==> config.mk <==
export PLATFORM = sky130hd
export DESIGN_NAME = nibble_serial_adder_flat
export DESIGN_NICKNAME = d
export VERILOG_FILES = /design/src/rtl/nibble_serial_adder_if.sv /design/src/rtl/nibble_serial_adder.sv /design/src/flat_wrapper.sv
export SDC_FILE = /design/constraint.sdc
export NUM_CORES = 1
export LEC_CHECK = 0
export ABC_AREA = 1
export ABC_CLOCK_PERIOD_IN_PS = 3300
export CAP_MARGIN = 20
export CORE_ASPECT_RATIO = 1.75
export CORE_MARGIN = 2
export CORE_UTILIZATION = 45
export CTS_BUF_LIST = sky130_fd_sc_hd__clkbuf_16
export DETAILED_ROUTE_END_ITERATION = 10
export PLACE_DENSITY = 0.68
export RECOVER_POWER = 50
export SLEW_MARGIN = 20
export SYNTH_ARGS = -nofsm -noshare
export SYNTH_HDL_FRONTEND = slang
export SYNTH_SLANG_ARGS = --single-unit
==> constraint.sdc <==
create_clock -name clk -period 3.3 [get_ports clk]
set_input_delay 0.495 -clock clk [delete_from_list [all_inputs] [get_ports clk]]
set_output_delay 0.495 -clock clk [all_outputs]
set_load 0.01 [all_outputs]
==> src/rtl/nibble_serial_adder_if.sv <==
// Handshake and operand/result bundle for nibble_serial_adder.
// master: requester (start, a, b, carry_in); slave: adder (busy, done, sum, carry_out).
interface nibble_serial_adder_if #(
    parameter int NUM_NIBBLES = 4
);
    localparam int WIDTH = 4 * NUM_NIBBLES;

    logic             start;
    logic [WIDTH-1:0] a;
    logic [WIDTH-1:0] b;
    logic             carry_in;
    logic             busy;
    logic             done;
    logic [WIDTH-1:0] sum;
    logic             carry_out;

    modport master (
        output start, a, b, carry_in,
        input  busy, done, sum, carry_out
    );

    modport slave (
        input  start, a, b, carry_in,
        output busy, done, sum, carry_out
    );
endinterface

==> src/rtl/nibble_serial_adder.sv <==
// Wide unsigned adder that reuses one 4-bit ripple adder, one nibble per cycle.
// Ports: clk, rst (sync, active high), bus (slave: start/a/b/carry_in in, busy/done/sum/carry_out out).

// 4-bit ripple-carry adder shared by the serial controller.
// Ports: a_i, b_i (4-bit), c_i carry in; sum_o (4-bit), c_o carry out.
module adder_4bit (
    input  logic [3:0] a_i,
    input  logic [3:0] b_i,
    input  logic       c_i,
    output logic [3:0] sum_o,
    output logic       c_o
);
    logic [4:0] c;

    always_comb begin
        c     = '0;
        sum_o = '0;
        c[0]  = c_i;
        for (int i = 0; i < 4; i++) begin
            sum_o[i] = a_i[i] ^ b_i[i] ^ c[i];
            c[i+1]   = (a_i[i] & b_i[i]) | (c[i] & (a_i[i] ^ b_i[i]));
        end
        c_o = c[4];
    end
endmodule

module nibble_serial_adder #(
    parameter int NUM_NIBBLES = 4
) (
    input logic                  clk,
    input logic                  rst,
    nibble_serial_adder_if.slave bus
);
    localparam int WIDTH = 4 * NUM_NIBBLES;
    localparam int IDXW  = (NUM_NIBBLES > 2) ? $clog2(NUM_NIBBLES) : 1;
    localparam logic [IDXW-1:0] LAST = IDXW'(NUM_NIBBLES - 1);

    typedef enum logic [1:0] {
        IDLE = 2'd0,
        ADD  = 2'd1,
        DONE = 2'd2
    } state_e;

    state_e           state_q, state_d;
    logic [WIDTH-1:0] a_q, a_d;
    logic [WIDTH-1:0] b_q, b_d;
    logic [WIDTH-1:0] work_q, work_d;
    logic [WIDTH-1:0] sum_q, sum_d;
    logic             c_q, c_d;
    logic             cout_q, cout_d;
    logic [IDXW-1:0]  idx_q, idx_d;

    logic [3:0] add_sum;
    logic       add_co;
    logic       busy_o;
    logic       done_o;

    adder_4bit u_add (
        .a_i   (a_q[4*idx_q +: 4]),
        .b_i   (b_q[4*idx_q +: 4]),
        .c_i   (c_q),
        .sum_o (add_sum),
        .c_o   (add_co)
    );

    always_ff @(posedge clk) begin
        if (rst) begin
            state_q <= IDLE;
            a_q     <= '0;
            b_q     <= '0;
            work_q  <= '0;
            sum_q   <= '0;
            c_q     <= 1'b0;
            cout_q  <= 1'b0;
            idx_q   <= '0;
        end else begin
            state_q <= state_d;
            a_q     <= a_d;
            b_q     <= b_d;
            work_q  <= work_d;
            sum_q   <= sum_d;
            c_q     <= c_d;
            cout_q  <= cout_d;
            idx_q   <= idx_d;
        end
    end

    always_comb begin
        state_d = state_q;
        a_d     = a_q;
        b_d     = b_q;
        work_d  = work_q;
        sum_d   = sum_q;
        c_d     = c_q;
        cout_d  = cout_q;
        idx_d   = idx_q;
        unique case (state_q)
            IDLE: begin
                if (bus.start) begin
                    a_d     = bus.a;
                    b_d     = bus.b;
                    c_d     = bus.carry_in;
                    idx_d   = '0;
                    state_d = ADD;
                end
            end
            ADD: begin
                work_d[4*idx_q +: 4] = add_sum;
                c_d = add_co;
                if (idx_q == LAST) begin
                    // work_d already holds the final nibble this cycle
                    sum_d   = work_d;
                    cout_d  = add_co;
                    state_d = DONE;
                end else begin
                    idx_d = idx_q + IDXW'(1);
                end
            end
            DONE: state_d = IDLE;
            default: state_d = IDLE;
        endcase
    end

    always_comb begin
        busy_o = 1'b0;
        done_o = 1'b0;
        unique case (state_q)
            IDLE: ;
            ADD:  busy_o = 1'b1;
            DONE: begin
                busy_o = 1'b1;
                done_o = 1'b1;
            end
            default: ;
        endcase
    end

    assign bus.busy      = busy_o;
    assign bus.done      = done_o;
    assign bus.sum       = sum_q;
    assign bus.carry_out = cout_q;
endmodule

==> src/flat_wrapper.sv <==
// flat-port wrapper written by rule: the top's interface ports become plain ports
module nibble_serial_adder_flat 
#(
    parameter int NUM_NIBBLES = 4
)
  (clk, rst, bus_start, bus_a, bus_b, bus_carry_in, bus_busy, bus_done, bus_sum, bus_carry_out);
  nibble_serial_adder_if #(.NUM_NIBBLES(NUM_NIBBLES)) bus_i ();
  input logic clk;
  input logic rst;
  input wire logic [$bits(bus_i.start)-1:0] bus_start;
  input wire logic [$bits(bus_i.a)-1:0] bus_a;
  input wire logic [$bits(bus_i.b)-1:0] bus_b;
  input wire logic [$bits(bus_i.carry_in)-1:0] bus_carry_in;
  output wire logic [$bits(bus_i.busy)-1:0] bus_busy;
  output wire logic [$bits(bus_i.done)-1:0] bus_done;
  output wire logic [$bits(bus_i.sum)-1:0] bus_sum;
  output wire logic [$bits(bus_i.carry_out)-1:0] bus_carry_out;
  assign bus_i.start = bus_start;
  assign bus_i.a = bus_a;
  assign bus_i.b = bus_b;
  assign bus_i.carry_in = bus_carry_in;
  assign bus_busy = bus_i.busy;
  assign bus_done = bus_i.done;
  assign bus_sum = bus_i.sum;
  assign bus_carry_out = bus_i.carry_out;
  nibble_serial_adder #(.NUM_NIBBLES(NUM_NIBBLES)) u_core (.clk(clk), .rst(rst), .bus(bus_i));
endmodule
### After elaboration in Yosys (flattened, before gate mapping)

Cells that the tools add are included.

* bits in registers: 70
* bits of input ports: 36
* output and inout port bits: 19
* logic and storage cells: 59

* add/sub/neg operators: 2
* eq/ne operators: 6
* shifts and indexed selects: 4
* mux-type cells: 11
* bitwise gates (word level): 20
* reduce and logical (&&, ||, !) cells: 8

Operator list (number)
* negator 4 -> 34 bit: 1
* variable shift 4 x 34 -> 16 bit, first input constant: 1
* variable part select 4 x 34 -> 16 bit: 1
* variable part select 16 x 5 -> 4 bit: 2
* bitwise mux 16 bit: 1
* bitwise AND 1 bit: 8
* 2-to-1 mux 2 bit: 4
* case mux 2 bit (2 select lines): 2
* AND reduction 2 bit: 4
* bitwise XOR 1 bit: 8
* == test 2 bit, second input constant: 2
* != test 2 bit, second input constant: 2
* bitwise OR 1 bit: 4
* 2-to-1 mux 1 bit: 3
* AND reduction 3 bit: 1
* adder 2 x 1 -> 2 bit, second input constant: 1
* == test 2 x 1 -> 1 bit, second input constant: 1
* logical NOT 2 bit: 1
* != test 2 x 1 -> 1 bit, second input constant: 1
* case mux 1 bit (2 select lines): 1
* nonzero test 2 bit: 1
* OR reduction 2 bit: 1

### Logic depth before layout (Yosys ltp)

Gate-level depths: netlist of the first run.

* depth after elaboration: 11
* depth in mapped cells: 17
* gate-level depth less buffers: 17

### By module

From an unflattened synthesis of the first run, not the netlist that was laid out.

* cells, all modules: 518
* area, all modules: 3478.3 um^2

Modules (own cells, without submodules)
* nibble_serial_adder: instances 1, cells each 504, area each 3360.7 um^2, sequential area each 1401.3 um^2
* adder_4bit: instances 1, cells each 14, area each 117.6 um^2, sequential area each 0.0 um^2

### Worst setup path after synthesis of the first run

Ideal clock, no wire load.

* kind: reg2reg
* from: register u_core.idx_q[0]
* to: register u_core.work_q[15]
* setup time: 0.109 ns
* data arrival time: 2.711 ns
* data required time: 3.191 ns
* path slack: 0.480 ns
* cell stages (with the launch flop): 18
* path buffers: 2
* period minus slack after synthesis: 2.820 ns
* path through: dfxtp_1 -> buf_4 -> buf_4 -> o21ai_0 -> a21oi_1 -> fa_1 -> inv_1 -> fa_1 -> inv_1 -> fa_1 -> inv_1 -> fa_1 -> inv_1 -> nor2_1 -> nand3_1 -> nand3_1 -> nand2_1 -> inv_1

* cells in the longest elaborated chain, start to end: 11
* elaborated cells between the ends (all ways): 23
* classes of those cells: add/sub (1); shift (4); mux (1); bitwise (17)

Ends and longest elaborated chain
* from (decl): line nibble_serial_adder.sv:51 `logic [IDXW-1:0] idx_q, idx_d;`
* from (signal assigned): line nibble_serial_adder.sv:84 `idx_q <= idx_d;`
* variable part select 16 x 5 -> 4 bit, on equally long branches: line nibble_serial_adder.sv:59, nibble_serial_adder.sv:60
* bitwise XOR 1 bit: line nibble_serial_adder.sv:20, nibble_serial_adder.sv:21
* bitwise AND 1 bit: line nibble_serial_adder.sv:21 `c[i+1] = (a_i[i] & b_i[i]) | (c[i] & (a_i[i] ^ b_i[i]));`
* bitwise OR 1 bit: line nibble_serial_adder.sv:21
* bitwise AND 1 bit: line nibble_serial_adder.sv:21
* bitwise OR 1 bit: line nibble_serial_adder.sv:21
* bitwise AND 1 bit: line nibble_serial_adder.sv:21
* bitwise OR 1 bit: line nibble_serial_adder.sv:21
* bitwise XOR 1 bit: line nibble_serial_adder.sv:20 `sum_o[i] = a_i[i] ^ b_i[i] ^ c[i];`
* variable part select 4 x 34 -> 16 bit: line nibble_serial_adder.sv:108 `work_d[4*idx_q +: 4] = add_sum;`
* bitwise mux 16 bit (*): line nibble_serial_adder.sv:108
* to (signal assigned): line nibble_serial_adder.sv:80 `work_q <= work_d;`
* to (decl): line nibble_serial_adder.sv:47 `logic [WIDTH-1:0] work_q, work_d;`

Every way passes the cells marked *; elsewhere a longest branch is shown, timed or not.
A chain may end at the register's enable or synchronous reset.

### Final worst setup path of the first run

* from: register u_core.idx_q[1]
* to: register u_core.work_q[15]

The elaborated chain is that of the path after synthesis.

==> results of run 1 <==
==> per-layer routing <==
layer | vias to the layer above | global-route usage (%)
li1 | 1659 | -
met1 | 1397 | 19.5
met2 | 63 | 34.8
met3 | 25 | 4.95
met4 | 0 | 11.2
met5 | - | 0
==> layout make-up <==
class | instances | area (sq um) | share of cell area [%]
Multi-Input combinational cell | 349 | 1650 | 38.5
Sequential cell | 70 | 1400 | 32.7
Timing Repair Buffer | 61 | 589 | 13.8
Inverter | 60 | 229 | 5.35
Clock buffer | 9 | 225 | 5.26
Tap cell | 88 | 110 | 2.57
Clock inverter | 6 | 77.6 | 1.81
==> registers in the layout, summed over array words and instances, names as in the netlist <==
signal and flops:
u_core.b_q 16, u_core.a_q 16, u_core.c_q 1, u_core.bus.carry_out 1, u_core.state_q 2, u_core.bus.sum 16, u_core.idx_q 2, u_core.work_q 16
==> power groups by stage <==
stage | combinational, mW | sequential [mW] | clock, mW
detailed placement | 0.339 | 0.957 | 0
global route | 0.390 | 0.947 | 1.05
floorplan | 0.249 | 0.945 | 0
finish | 0.339 | 0.940 | 0.993
CTS | 0.341 | 0.940 | 1.01
global placement | 0.327 | 0.956 | 0
==> cell families (layout without fill, tap and decap cells) <==
| logic type | Yosys count | in the layout | synth area share (%) |
|---|---|---|---|
| buffers and inverters | 85 | 136 | 11.5 |
| AOI/OAI and AO/OA | 67 | 67 | 9.87 |
| DFF | 70 | 70 | 40.6 |
| adders and majority gates | 13 | 13 | 5.59 |
| and+or+nand+nor | 269 | 269 | 32.4 |
==> cells in the final DEF, fill, tap and decap left out, drive strengths merged <==
cell type / synthesis / routed
dfxtp: 70 / 70
ha: 9 / 9
a21oi: 12 / 12
o22ai: 4 / 4
inv: 58 / 58
fa: 4 / 4
clkdlybuf4s50: 0 / 36
clkinv: 2 / 5
clkinvlp: 0 / 1
dlygate4sd3: 0 / 18
nand4: 1 / 1
nor2: 148 / 148
nand2: 75 / 75
nand3: 43 / 43
nand3b: 2 / 2
buf: 22 / 6
bufinv: 0 / 2
clkbuf: 3 / 10
o21ai: 51 / 51
==> worst max-delay path by stage <==
stage / startpoint / endpoint / slack, ps / cells after the start
6_report: u_core.idx_q[1] / u_core.work_q[15] / 290 / 15
5_1_grt: u_core.idx_q[1] / u_core.bus.sum[15] / 20 / 15
4_1_cts: u_core.idx_q[0] / u_core.work_q[15] / 210 / 17
3_5_place_dp: u_core.idx_q[0] / u_core.work_q[15] / 220 / 17
3_3_place_gp: u_core.idx_q[0] / u_core.work_q[15] / 380 / 17
2_1_floorplan: u_core.idx_q[0] / u_core.work_q[15] / 480 / 17
==> metrics by stage <==
step / hold slack, ps / utilization [%]
after floorplan: 424 / -
after global placement: 446 / 53.0
after detailed placement: 453 / 53.0
after CTS: 460 / 57.0
after global routing: 494 / 57.0
final: 455 / 57.0
==> worst max-delay path: cells and delay by family (launching register included) <==
kind / cells / cell delay, ps
adders and majority gates: 3 / 1090
buffers and inverters: 6 / 670
and+or+nand+nor: 4 / 480
DFF: 1 / 480
AOI/OAI and AO/OA: 2 / 250
==> flow_metrics.tcl, run 1 <==
set metrics [dict create \
    outcome "finished clean" \
    layout-drive-gt1-share_pct 6.31 \
    port_buffers 54 \
    cts_root_buf "clkbuf_16" \
    seq_area_frac_synth_pct 40.6 \
    slowest_stage "fa_1" \
    synth_top_area_cell "dfxtp_1" \
    place_ws_ps 220 \
    grt_antenna_before_repair 0 \
    place_area_sq_um 3980 \
    htreeDepth 3 \
    grt_pass1_wl_um 12800 \
    hpwl_um 5420 \
    numCtsBuffers 9 \
    setup_viol 0 \
    globalRouteTotalUtil_pct 19.2 \
    synth_cells 504 \
    synth_area_sq_um 3450 \
    nets 600 \
    n_fill_cell 756 \
    crit_chain "clkinv_1 -> clkbuf_1 -> o21ai_0 -> o22ai_1 -> fa_1 -> inv_1 -> fa_1 -> inv_1 -> fa_1 -> inv_1 -> nor2_1 -> nand3_1 -> nand3_1 -> nand2_1 -> inv_1" \
    grt_pass1_vias 2980 \
    cp_common_cell "inv_1" \
    final_max_slew_viol_count 0 \
    min_path_cells 2 \
    intPower_mw 1.70 \
    postCtsHoldBufs 0 \
    layout_min_cycle_time_ps 3010 \
    yosysWarnings 0 \
    hp-class "reg2reg" \
    cp.required_ps 3590 \
    post-place-cells 628 \
    post_cts_buffers 0 \
    rsz0062_at_grt "no" \
    drc_errors 0 \
    die_x_um 70.2 \
    path_max_fanout 9 \
    criticalPathCategory "reg2reg" \
    ff2ff_setup_slack_ps 290 \
    grt.overflow.total 0 \
    finalCritPeriodShare_pct 91.3 \
    wire_per_inst_um 11.5 \
    drv_cap 0 \
    synth_nets 553 \
    met1_length_um 2840 \
    gp_congestion 0.878 \
    worst_r2r_path_depth 15 \
    fmax_mhz 332 \
    tns_ps 0 \
    grt_max_degree 38 \
    wl_met3_um 260 \
    ioPinCount 55 \
    slew_headroom_pct 25.9 \
    highest_layer "met4" \
    combPwrFrac_pct 14.9 \
    end_kind "flip-flop" \
    ant_nets 0 \
    synth_most_common_cell "nor2_1" \
    async_flop_share_pct 0 \
    switching_share_pct 25.4 \
    max-vdd-ir-drop_v 0.000288 \
    dr_total_vias 3144 \
    cts.sinks 70 \
    min_from "u_core.a_q[2]" \
    start_util_pct 45.9 \
    fin_ws_ps 288 \
    startpoint_type "flip-flop" \
    seq_power_share_pct 41.4 \
    fp.dieH_um 120 \
    clkTransAtPathRegs_ps 50 \
    r2r-start "u_core.idx_q[1]" \
    tightest_slew_ps 1110 \
    core_sq_um 7510 \
    synthTopCellsByCount "137 x nor2_1, 73 x nand2_1, 70 x dfxtp_1, 56 x inv_1, 49 x o21ai_0" \
    hold_viol 0 \
    cts_buffer_depth 2 \
    synth_seq_cells 70 \
    dr.pass1.iters 4 \
    syn_area_per_cell_sq_um 6.84 \
    antenna-diode-count 0 \
    fin_cells 643 \
    cts_tree "yes" \
    min_to "u_core.a_q[2]" \
    leakage_nw 2.03 \
    dr_wl_met2_um 4010 \
    critPathArrivalTime_ps 3300 \
    pwr-share-clk_pct 43.7 \
    wirelength_um 7390 \
    power_mw 2.27 \
    area_growth_pct 24.2 \
    row_count 42 \
    die-area_sq_um 8410 \
    drt_iter0_drc 178 \
    yosys-top-cells-area "dfxtp_1 41%, nor2_1 15%, nand2_1 7.9%, o21ai_0 7.1%, nand3_1 6.2%" \
    fin_area_sq_um 4280 \
    vias_per_cell 4.89 \
    cts-resized-gates 0 \
    synth_top_area_share_pct 40.6 \
    power_density_nw_per_um2 530 \
    reg2reg_to "u_core.work_q[15]" \
    p_switching_mw 0.576 \
    max_stage_delay_ps 500 \
    synth_ff_type "dfxtp_1" \
    synth-edff-count 0 \
    skew_ps 6.87 \
    synthDistinctLibCells 24 \
    clock_latency_ps 340 \
]
Power figures use the tool's default switching activity.
==> run 2, diff against run 1 <==
Settings changed: CORE_ASPECT_RATIO 1.75 to 1.2, SETUP_SLACK_MARGIN from default to 0.02.
==> run 2 against run 1 <==
Effect of this change: wire length increased by 0.53%; highest routed layer unchanged; register-to-register slack improved by 40 ps; non-clock buffer count decreased by 1; combinational power decreased by 1%; core utilization increased by 1.2 points; design area about the same; worst setup slack improved by 42 ps; count of clock-buffer cells in the layout unchanged; sequential power about the same; clock skew increased by 0.98 ps; sequential share of layout area about the same.
==> flow_metrics.tcl, run 2 (synthesized netlist as in run 1, its figures left out) <==
set metrics [dict create \
    cts.sinks 70 \
    htreeDepth 3 \
    max_stage_delay_ps 500 \
    final_max_slew_viol_count 0 \
    startpoint_type "flip-flop" \
    drc_errors 0 \
    setup_viol 0 \
    cts_buffer_depth 2 \
    cts_root_buf "clkbuf_16" \
    clkTransAtPathRegs_ps 60 \
    core_sq_um 7360 \
    rsz0062_at_grt "no" \
    skew_ps 7.85 \
    layout-drive-gt1-share_pct 6.13 \
    gp_congestion 0.859 \
    antenna-diode-count 0 \
    finalCritPeriodShare_pct 90.0 \
    fmax_mhz 337 \
    path_max_fanout 10 \
    min_to "u_core.b_q[2]" \
    clock_latency_ps 330 \
    wirelength_um 7430 \
    grt_max_degree 38 \
    reg2reg_to "u_core.bus.sum[7]" \
    tightest_slew_ps 1220 \
    pwr-share-clk_pct 44.4 \
    cp_common_cell "inv_1" \
    port_buffers 54 \
    min_path_cells 2 \
    vias_per_cell 4.84 \
    globalRouteTotalUtil_pct 18.7 \
    outcome "finished clean" \
    hpwl_um 5320 \
    power_density_nw_per_um2 535 \
    criticalPathCategory "reg2reg" \
    layout_commonest_cell "nor2_1" \
    power_mw 2.29 \
    dr.pass1.iters 4 \
    crit_chain "buf_4 -> o21ai_0 -> nor2_1 -> a21oi_1 -> fa_1 -> inv_1 -> fa_1 -> inv_1 -> fa_1 -> inv_1 -> fa_1 -> inv_1 -> nor2_1 -> nand3_1 -> nand3_1 -> nand2_1 -> inv_1" \
    slowest_stage "fa_1" \
    cts-resized-gates 0 \
    nets 599 \
    cts_tree "yes" \
    drv_cap 0 \
    grt_pass1_vias 2911 \
    worst_r2r_path_depth 17 \
    dr_total_vias 3125 \
    combPwrFrac_pct 14.7 \
    fin_area_sq_um 4280 \
    tns_ps 0 \
    ant_nets 0 \
    die_x_um 83.9 \
    intPower_mw 1.70 \
    min_from "u_core.b_q[2]" \
    postCtsHoldBufs 0 \
    fin_cells 645 \
    area_growth_pct 24.1 \
    max-vdd-ir-drop_v 0.000291 \
    fp.dieH_um 99.9 \
    place_area_sq_um 3980 \
    post-place-cells 629 \
    p_switching_mw 0.588 \
    r2r-start "u_core.idx_q[0]" \
    hold_viol 0 \
    grt_pass1_wl_um 12800 \
    end_kind "flip-flop" \
    critPathArrivalTime_ps 3250 \
    post_cts_buffers 0 \
    grt.overflow.total 0 \
    ff2ff_setup_slack_ps 330 \
    wire_per_inst_um 11.5 \
    leakage_nw 2.02 \
    final_cell_mix "138 x nor2_1, 73 x nand2_1, 70 x dfxtp_1, 57 x inv_1, 49 x o21ai_0" \
    seq_power_share_pct 40.9 \
    hp-class "reg2reg" \
    layout_min_cycle_time_ps 2970 \
    slew_headroom_pct 18.0 \
    numCtsBuffers 9 \
    die-area_sq_um 8380 \
    grt_antenna_before_repair 0 \
    drt_iter0_drc 150 \
    row_count 34 \
    ioPinCount 55 \
    cp.required_ps 3580 \
    switching_share_pct 25.7 \
    start_util_pct 46.9 \
]
[run 2: cell types whose count changed in the layout (fill, tap and decap cells not counted), sizes merged]
| cell | before | now |
|---|---|---|
| buf | 6 | 5 |
| inv | 58 | 57 |
| clkinv | 5 | 4 |
| clkinvlp | 1 | 4 |
[run 2: cell type report]
class,instances,area (sq um)
clock inverter,7,88.8
inverter,60,228
multi-input combinational,349,1640
clock buffer,9,225
timing repair buffer,60,582
tap,90,113
fill,709,3080
sequential,70,1400
[run 2: power by group through the flow]
stage          Combinational (mW)  Sequential [mW]  Clock [mW]
6_report                    0.335            0.937        1.02
5_1_grt                     0.388            0.943        1.07
4_1_cts                     0.340            0.937        1.03
3_5_place_dp                0.338            0.955           0
3_3_place_gp                0.327            0.954           0
2_1_floorplan               0.249            0.945           0
[run 2: per-layer routing]
metal / up-vias / part of all wire (%) / track usage, %
met5: - / 0 / 0
met4: 0 / 1.6 / 6.33
met3: 12 / 3.5 / 4.61
met2: 56 / 49 / 33.2
met1: 1404 / 46 / 22.2
li1: 1653 / - / -
[run 2: how the worst max path moves through the flow]
stage,startpoint,endpoint,slack (ps),depth (start not counted)
CTS,u_core.idx_q[0],u_core.bus.sum[7],360,17
global placement,u_core.idx_q[0],u_core.bus.sum[7],500,17
detailed placement,u_core.idx_q[0],u_core.bus.sum[7],370,17
finish,u_core.idx_q[0],u_core.bus.sum[7],330,17
global route,u_core.idx_q[0],u_core.bus.sum[7],40,17
floorplan,u_core.idx_q[0],u_core.work_q[15],480,17
[run 2: critical path, delay by kind of cell (launching register included)]
kind / cells / cell delay [ps]
compound gates: 2 / 370
fa+ha+maj: 4 / 1210
buf+inv: 6 / 470
flops: 1 / 340
simple gates: 5 / 530
[run 2: stage by stage]
step / setup slack [ps] / utilization [%] / hold slack (ps)
CTS: 359 / 58.3 / 452
finish: 330 / 58.1 / 448
global placement: 504 / 54.0 / 444
global route: 43.8 / 58.1 / 480
floorplan: 480 / - / 424
detailed placement: 369 / 54.0 / 444
